### src/rtl/board_clocked_if.sv
// board_clocked_if: ball-protocol bundle between the board (master) and the piece network/harness (slave)
interface board_clocked_if #(
  parameter int TRAY_BITS = 32
);
  logic                 start;
  logic                 blue_trigger;
  logic                 red_trigger;
  logic                 halt;
  logic                 blue_ball;
  logic                 red_ball;
  logic                 current_color;
  logic                 in_flight;
  logic                 stopped;
  logic                 no_balls;
  logic                 proto_error;
  logic [TRAY_BITS-1:0] tray;
  logic [5:0]           tray_amount;
  logic [4:0]           blue_left;
  logic [4:0]           red_left;
  modport master (
    input  start, blue_trigger, red_trigger, halt,
    output blue_ball, red_ball, current_color, in_flight, stopped, no_balls,
           proto_error, tray, tray_amount, blue_left, red_left
  );
  modport slave (
    output start, blue_trigger, red_trigger, halt,
    input  blue_ball, red_ball, current_color, in_flight, stopped, no_balls,
           proto_error, tray, tray_amount, blue_left, red_left
  );
endinterface

### src/rtl/board_clocked.sv
// board_clocked: clocked Turing Tumble board; ports clk, rst (async high), bus (board_clocked_if.master: start/triggers/halt in, ball pulses, status, tray and reservoirs out)
module board_clocked #(
  parameter int AMOUNT_BLUE = 10,
  parameter int AMOUNT_RED  = 10,
  parameter int TRAY_BITS   = 32
) (
  input logic             clk,
  input logic             rst,
  board_clocked_if.master bus
);
  typedef enum logic [1:0] {IDLE, FLIGHT, DONE} state_t;
  state_t state;
  logic any_trig, both_trig, tray_full;
  logic [4:0] req_left;
  logic [TRAY_BITS-1:0] tray_next;
  always_comb begin
    any_trig  = bus.blue_trigger | bus.red_trigger;
    both_trig = bus.blue_trigger & bus.red_trigger;
    tray_full = bus.tray_amount == 6'(TRAY_BITS);
    req_left  = bus.red_trigger ? bus.red_left : bus.blue_left;
    tray_next = bus.tray | (TRAY_BITS'(bus.current_color) << bus.tray_amount);
  end
  always_ff @(posedge clk or posedge rst) begin
    if (rst) begin
      state             <= IDLE;
      bus.blue_ball     <= 1'b0;
      bus.red_ball      <= 1'b0;
      bus.current_color <= 1'b0;
      bus.in_flight     <= 1'b0;
      bus.stopped       <= 1'b0;
      bus.no_balls      <= 1'b0;
      bus.proto_error   <= 1'b0;
      bus.tray          <= '0;
      bus.tray_amount   <= '0;
      bus.blue_left     <= 5'(AMOUNT_BLUE);
      bus.red_left      <= 5'(AMOUNT_RED);
    end else begin
      bus.blue_ball <= 1'b0;
      bus.red_ball  <= 1'b0;
      case (state)
        IDLE: begin
          if (any_trig | bus.halt) bus.proto_error <= 1'b1;
          if (bus.start) begin
            if (bus.blue_left != 5'd0) begin
              bus.blue_ball     <= 1'b1;
              bus.blue_left     <= bus.blue_left - 5'd1;
              bus.current_color <= 1'b0;
              bus.in_flight     <= 1'b1;
              state             <= FLIGHT;
            end else begin
              bus.no_balls <= 1'b1;
              bus.stopped  <= 1'b1;
              state        <= DONE;
            end
          end
        end
        FLIGHT: begin
          if (bus.start) bus.proto_error <= 1'b1;
          if (bus.halt) begin
            bus.in_flight <= 1'b0;
            bus.stopped   <= 1'b1;
            state         <= DONE;
          end else if (any_trig) begin
            // a full tray drops the arriving ball but the run continues
            if (tray_full) bus.proto_error <= 1'b1;
            else begin
              bus.tray        <= tray_next;
              bus.tray_amount <= bus.tray_amount + 6'd1;
            end
            if (both_trig) begin
              bus.proto_error <= 1'b1;
              bus.in_flight   <= 1'b0;
              bus.stopped     <= 1'b1;
              state           <= DONE;
            end else if (req_left != 5'd0) begin
              bus.current_color <= bus.red_trigger;
              if (bus.red_trigger) begin
                bus.red_ball <= 1'b1;
                bus.red_left <= bus.red_left - 5'd1;
              end else begin
                bus.blue_ball <= 1'b1;
                bus.blue_left <= bus.blue_left - 5'd1;
              end
            end else begin
              bus.no_balls  <= 1'b1;
              bus.in_flight <= 1'b0;
              bus.stopped   <= 1'b1;
              state         <= DONE;
            end
          end
        end
        DONE: if (bus.start | any_trig) bus.proto_error <= 1'b1;
        default: state <= DONE;
      endcase
    end
  end
endmodule

### src/flat_wrapper.sv
// flat-port wrapper written by rule: the top's interface ports become plain ports
module board_clocked_flat 
#(
  parameter int AMOUNT_BLUE = 10,
  parameter int AMOUNT_RED  = 10,
  parameter int TRAY_BITS   = 32
)
  (clk, rst, bus_start, bus_blue_trigger, bus_red_trigger, bus_halt, bus_blue_ball, bus_red_ball, bus_current_color, bus_in_flight, bus_stopped, bus_no_balls, bus_proto_error, bus_tray, bus_tray_amount, bus_blue_left, bus_red_left);
  board_clocked_if #(.TRAY_BITS(TRAY_BITS)) bus_i ();
  input logic clk;
  input logic rst;
  input wire logic [$bits(bus_i.start)-1:0] bus_start;
  input wire logic [$bits(bus_i.blue_trigger)-1:0] bus_blue_trigger;
  input wire logic [$bits(bus_i.red_trigger)-1:0] bus_red_trigger;
  input wire logic [$bits(bus_i.halt)-1:0] bus_halt;
  output wire logic [$bits(bus_i.blue_ball)-1:0] bus_blue_ball;
  output wire logic [$bits(bus_i.red_ball)-1:0] bus_red_ball;
  output wire logic [$bits(bus_i.current_color)-1:0] bus_current_color;
  output wire logic [$bits(bus_i.in_flight)-1:0] bus_in_flight;
  output wire logic [$bits(bus_i.stopped)-1:0] bus_stopped;
  output wire logic [$bits(bus_i.no_balls)-1:0] bus_no_balls;
  output wire logic [$bits(bus_i.proto_error)-1:0] bus_proto_error;
  output wire logic [$bits(bus_i.tray)-1:0] bus_tray;
  output wire logic [$bits(bus_i.tray_amount)-1:0] bus_tray_amount;
  output wire logic [$bits(bus_i.blue_left)-1:0] bus_blue_left;
  output wire logic [$bits(bus_i.red_left)-1:0] bus_red_left;
  assign bus_i.start = bus_start;
  assign bus_i.blue_trigger = bus_blue_trigger;
  assign bus_i.red_trigger = bus_red_trigger;
  assign bus_i.halt = bus_halt;
  assign bus_blue_ball = bus_i.blue_ball;
  assign bus_red_ball = bus_i.red_ball;
  assign bus_current_color = bus_i.current_color;
  assign bus_in_flight = bus_i.in_flight;
  assign bus_stopped = bus_i.stopped;
  assign bus_no_balls = bus_i.no_balls;
  assign bus_proto_error = bus_i.proto_error;
  assign bus_tray = bus_i.tray;
  assign bus_tray_amount = bus_i.tray_amount;
  assign bus_blue_left = bus_i.blue_left;
  assign bus_red_left = bus_i.red_left;
  board_clocked #(.AMOUNT_BLUE(AMOUNT_BLUE), .AMOUNT_RED(AMOUNT_RED), .TRAY_BITS(TRAY_BITS)) u_core (.clk(clk), .rst(rst), .bus(bus_i));
endmodule
### config.mk
export PLATFORM = sky130hd
export DESIGN_NAME = board_clocked_flat
export DESIGN_NICKNAME = d
export VERILOG_FILES = /design/src/rtl/board_clocked_if.sv /design/src/rtl/board_clocked.sv /design/src/flat_wrapper.sv
export SDC_FILE = /design/constraint.sdc
export NUM_CORES = 1
export LEC_CHECK = 0
export ABC_AREA = 1
export BUFFER_PORTS_ARGS = -buffer_cell sky130_fd_sc_hd__buf_2
export CORE_ASPECT_RATIO = 0.6
export CORE_MARGIN = 4
export CORE_UTILIZATION = 35
export CTS_BUF_LIST = sky130_fd_sc_hd__clkbuf_4 sky130_fd_sc_hd__clkbuf_8
export DETAILED_ROUTE_END_ITERATION = 10
export PLACE_DENSITY = 0.66
export SLEW_MARGIN = 5
export SYNTH_ARGS = -nofsm -noshare
export SYNTH_HDL_FRONTEND = slang
export SYNTH_SLANG_ARGS = --single-unit
### constraint.sdc
create_clock -name clk -period 2.65 [get_ports clk]
set_input_delay 0.3975 -clock clk [delete_from_list [all_inputs] [get_ports clk]]
set_output_delay 0.3975 -clock clk [all_outputs]
set_load 0.01 [all_outputs]
# [Word level (Yosys, flattened, before mapping)]
# Index checks and enable logic that the tools add are counted.
[op_classes] n_mux=63 n_eq_ne=16 n_bitwise=9 shift=1 n_addsub=3 n_reduce_logical=14
[op_table] cell="1-bit 2-to-1 mux" count=41
[op_table] cell="5-bit 2-to-1 mux" count=8
[op_table] cell="32-bit OR" count=1
[op_table] cell="1-bit by 6-bit left shift with 32-bit output" count=1
[op_table] cell="7-bit AND reduction" count=2
[op_table] cell="2-bit 2-to-1 mux" count=6
[op_table] cell="2-bit inequality test (second input constant)" count=6
[op_table] cell="2-bit by 1-bit inequality test with 1-bit output (second input constant)" count=5
[op_table] cell="1-bit one-hot mux with 2 select lines" count=5
[op_table] cell="5-bit one-hot mux with 2 select lines" count=1
[op_table] cell="5-bit AND reduction" count=2
[op_table] cell="5-bit nonzero test" count=2
[op_table] cell="5-bit by 1-bit subtractor with 5-bit output (second input constant)" count=2
[op_table] cell="4-bit AND reduction" count=2
[op_table] cell="8-bit AND reduction" count=1
[op_table] cell="6-bit by 1-bit adder with 6-bit output (second input constant)" count=1
[op_table] cell="6-bit equality test (second input constant)" count=1
[op_table] cell="2-bit one-hot mux with 3 select lines" count=1
[op_table] cell="6-bit AND reduction" count=1
[op_table] cell="4-bit by 3-bit inequality test with 1-bit output (second input constant)" count=1
[op_table] cell="1-bit NOT" count=4
[op_table] cell="3-bit by 2-bit inequality test with 1-bit output (second input constant)" count=1
[op_table] cell="1-bit OR" count=3
[op_table] cell="1-bit one-hot mux with 3 select lines" count=1
[op_table] cell="other kinds (7)" count=7
[word_totals] out_inout_bits=55 ff_bits=57 wordCells=118

# [Longest topological paths before layout]
[logic_depth] ltp_word=7 mapped_depth=10 mapped_depth_nobuf=10

# [Worst setup path after synthesis]
# Ideal clock, no wire load.
[synth_path] path_type="reg-to-reg" start="register u_core.bus.blue_left[1] (netlist bit)" end="register u_core.bus.blue_left[0] (netlist bit)" required_time_ns=2.584 path_stages_with_launch=10 t_arrival_ns=1.420 slack_ns=1.164 path_buffers=0 period_less_slack_ns=1.486 cell_sequence="dfstp_2 -> inv_1 -> ha_1 -> inv_1 -> nor2_1 -> nand3_1 -> nand2_1 -> nor2_1 -> nand3_1 -> nand2_1"
[synth_via] elab_chain_len=4
[synth_lines] item="start: declaration" line="board_clocked_if.sv:23" rtl="proto_error, tray, tray_amount, blue_left, red_left"
[synth_lines] item="start signal: assignment" line="board_clocked.sv:35" rtl="bus.blue_left <= 5'(AMOUNT_BLUE);"
[synth_lines] item="start signal: assignment" line="board_clocked.sv:46" rtl="bus.blue_left <= bus.blue_left - 5'd1;"
[synth_lines] item="start signal: assignment" line="board_clocked.sv:82" rtl="bus.blue_left <= bus.blue_left - 5'd1;"
[synth_lines] item="5-bit 2-to-1 mux" line="board_clocked.sv:20" rtl="req_left = bus.red_trigger ? bus.red_left : bus.blue_left;"
[synth_lines] item="5-bit nonzero test" line="board_clocked.sv:75" rtl="end else if (req_left != 5'd0) begin"
[synth_lines] item="2-bit by 1-bit inequality test with 1-bit output (no line)"
[synth_lines] item="8-bit AND reduction (no line) *"
# Mark *: on every way between the ends. The rest lies on a longest branch, timed or not.
# A chain may end at the register's enable or synchronous reset.

# [Final worst setup path]
[layout_path] start="register u_core.bus.tray_amount[4] (netlist bit)" end="register u_core.bus.tray[9] (netlist bit)"
[layout_via] elab_chain_len=3
[layout_lines] item="start: declaration" line="board_clocked_if.sv:23"
[layout_lines] item="start signal: assignment" line="board_clocked.sv:68" rtl="bus.tray_amount <= bus.tray_amount + 6'd1;"
[layout_lines] item="6-bit equality test" line="board_clocked.sv:19" rtl="tray_full = bus.tray_amount == 6'(TRAY_BITS);"
[layout_lines] item="1-bit NOT (no line)"
[layout_lines] item="4-bit AND reduction (no line)"
[layout_lines] item="end signal: assignment" line="board_clocked.sv:67" rtl="bus.tray <= tray_next;"
[layout_lines] item="end: declaration" line="board_clocked_if.sv:23"
# Several ways; a longest one is shown, not always the timed one.

==> impl_metrics.env <==
export IMPL_hp_class="input port to async pin"
export IMPL_power_density_mw_per_mm2=949
export IMPL_cts_resized=0
export IMPL_cts_path_max_buffers=2
export IMPL_ys_warnings_count=0
export IMPL_end_kind="flop"
export IMPL_drc=0
export IMPL_overflow=0
export IMPL_final_antenna_net_count=0
export IMPL_final_common_cell="nand2_1"
export IMPL_r2r_cells=6
export IMPL_clkSlewWorstSetupHoldPaths_ns=0.07
export IMPL_gp_congestion=0.903
export IMPL_dp_hpwl_mm=5.07
export IMPL_fin_nets=381
export IMPL_synthFlopType="dfrtp_1"
export IMPL_die_area_sq_mm=0.00987
export IMPL_max_slew_margin=0.485
export IMPL_setup_viol=0
export IMPL_max_cap_viol_count=0
export IMPL_synth_edf_count=0
export IMPL_synth_cells=306
export IMPL_crit_required_ns=2.90
export IMPL_synth_top_cell_area_share=0.457
export IMPL_p_leak_nw=1.89
export IMPL_skew_ns=0.00672
export IMPL_final_min_clock_period_ns=1.92
export IMPL_syn_to_final_growth_pct=20.6
export IMPL_post_cts_setup_buffers=0
export IMPL_synth_top_cells_by_area="dfrtp_1, nand2_1, nand3_1, o21bai_2, inv_1"
export IMPL_reg2reg_to="u_core.bus.tray[9]$_DFFE_PP0P_"
export IMPL_cts_hold_buf=0
export IMPL_wl_met2_mm=2.57
export IMPL_grt_pass1_vias=2275
export IMPL_fin_crit_sh=0.726
export IMPL_wl_met1_mm=3.69
export IMPL_reg2reg_setup_slack_ns=0.73
export IMPL_cts_buffers=9
export IMPL_finalHoldViolCount=0
export IMPL_boundaryPins=61
export IMPL_highest_layer="met4"
export IMPL_wl_met3_um=421
export IMPL_vias_per_cell=4.67
export IMPL_setup_tns_ns=0
export IMPL_grt_pass1_wl_mm=11.5
export IMPL_first_iter_violations=172
export IMPL_core_sq_mm=0.00798
export IMPL_fmax_mhz=520
export IMPL_tightest_slew_ns=0.772
export IMPL_grt_usage=0.147
export IMPL_ys_seq_area_frac=0.493
export IMPL_synth_avg_cell_area_sq_um=9.49
export IMPL_slew_viol_final=0
export IMPL_final_layout_size_suffix_gt1_frac=0.315
export IMPL_dieWidth_um=126
export IMPL_htree_num_levels=3
export IMPL_ys_async_sr_fraction=1.00
export IMPL_rows=25
export IMPL_via_count=2257
export IMPL_synth_distinct_cells=33
export IMPL_synth_nets=317
export IMPL_grt_setup_unrepaired="no"
export IMPL_synth_largest_area_cell="dfrtp_1"
export IMPL_clockRootBuffer="clkbuf_8"
export IMPL_finalNonFillerCells=483
export IMPL_start_util=0.364
export IMPL_crit_fanout=25
export IMPL_peakVddDrop_v=0.000358
export IMPL_grt_max_degree=38
export IMPL_antenna_found_initial=0
export IMPL_placed_cells=467
export IMPL_arrival_ns=2.18
export IMPL_startpoint_type="flop"
export IMPL_clock_sinks=57
export IMPL_path_class="flop to flop"
export IMPL_status="finished, final reports clean"
export IMPL_final_cell_mix="nand2_1, buf_2, dfrtp_1"
export IMPL_num_fill_cells=809
export IMPL_wire_per_inst_um=14.1
export IMPL_routed_wl_mm=6.80
export IMPL_clk_latency_ns=0.34
export IMPL_ys_ff_latch=57
export IMPL_worstReg2RegStart="u_core.bus.tray_amount[4]$_DFFE_PP0P_"
export IMPL_io_buffers=60
export IMPL_diodes=0
export IMPL_cts_tree="yes"
export IMPL_drt_pass1_iterations=4
export IMPL_die_height_um=78.6
export IMPL_synth_area_sq_mm=0.00290
## state kept, by name, indices dropped and copies added, names as in the netlist
register	count
u_core.bus.current_color	1
u_core.bus.red_left	5
u_core.bus.no_balls	1
u_core.bus.proto_error	1
u_core.bus.stopped	1
u_core.bus.tray_amount	6
u_core.bus.blue_left	5
u_core.state	2
u_core.bus.blue_ball	1
u_core.bus.in_flight	1
u_core.bus.tray	32
u_core.bus.red_ball	1
## cell families after synthesis
group           synth area share
simple gates               0.240
flops                      0.493
buf+inv                   0.0763
compound gates             0.137
xor+xnor                  0.0327
fa+ha+maj                 0.0215
## power by group
part / internal, mW / switching [mW]
sequential: 1.06 / 0.236
combinational: 0.390 / 0.708
clock: 0.577 / 0.351
## synthesized netlist by cell type, types with 4 or more instances
master and number:
nand3_1 45, dfrtp_1 53, o21bai_2 16, nand4_1 7, o21bai_1 12, nor2_1 25, inv_1 29, dfstp_2 4
xor2_1 7, o21bai_4 4, ha_1 5, nand2_1 62
## per-layer routing
layer	up-vias	track usage
li1	1127	-
met1	1058	0.218
met2	60	0.193
met3	12	0.0523
met4	0	0.0541
met5	-	0
## critical path: stages, from the launching register on
cell      delay, ns
dfrtp_1        0.75
nor2_1         0.11
nand3_1        0.13
nand2_2        0.22
inv_4          0.15
nand2_4        0.24
o21bai_1       0.23
## per-stage QoR
stage	area [sq um]	hold WS, ns	setup WS (ns)	util	power, mW
finish	3500	0.195	0.725	0.439	3.32
floorplan	2900	0.493	0.859	-	2.07
CTS	3500	0.225	0.736	0.439	3.35
global route	3500	0.280	0.565	0.439	3.57
detailed placement	3270	0.451	0.755	0.410	2.40
global placement	3270	0.446	0.841	0.410	2.38
## final cells by class
type / count / area [sq um] / share of cell area
clock buffers: 11 / 151 / 0.0432
clock inverters: 5 / 77.6 / 0.0222
inverters: 35 / 148 / 0.0422
multi-input cells: 206 / 1250 / 0.357
flip-flops and latches: 57 / 1430 / 0.409
well taps: 108 / 135 / 0.0386
repair buffers: 61 / 308 / 0.0879
## how the worst max path moves through the flow
stage                                      end                                   from  depth (start not counted)
5_1_grt         u_core.bus.tray[9]$_DFFE_PP0P_  u_core.bus.tray_amount[4]$_DFFE_PP0P_                          6
3_5_place_dp   u_core.bus.tray[10]$_DFFE_PP0P_  u_core.bus.tray_amount[4]$_DFFE_PP0P_                          6
4_1_cts         u_core.bus.tray[9]$_DFFE_PP0P_  u_core.bus.tray_amount[4]$_DFFE_PP0P_                          6
6_report        u_core.bus.tray[9]$_DFFE_PP0P_  u_core.bus.tray_amount[4]$_DFFE_PP0P_                          6
3_3_place_gp    u_core.bus.tray[9]$_DFFE_PP0P_  u_core.bus.tray_amount[4]$_DFFE_PP0P_                          6
2_1_floorplan   u_core.bus.blue_ball$_DFF_PP0_                                    rst                          1
No activity file was read; power rests on OpenSTA's default activity.
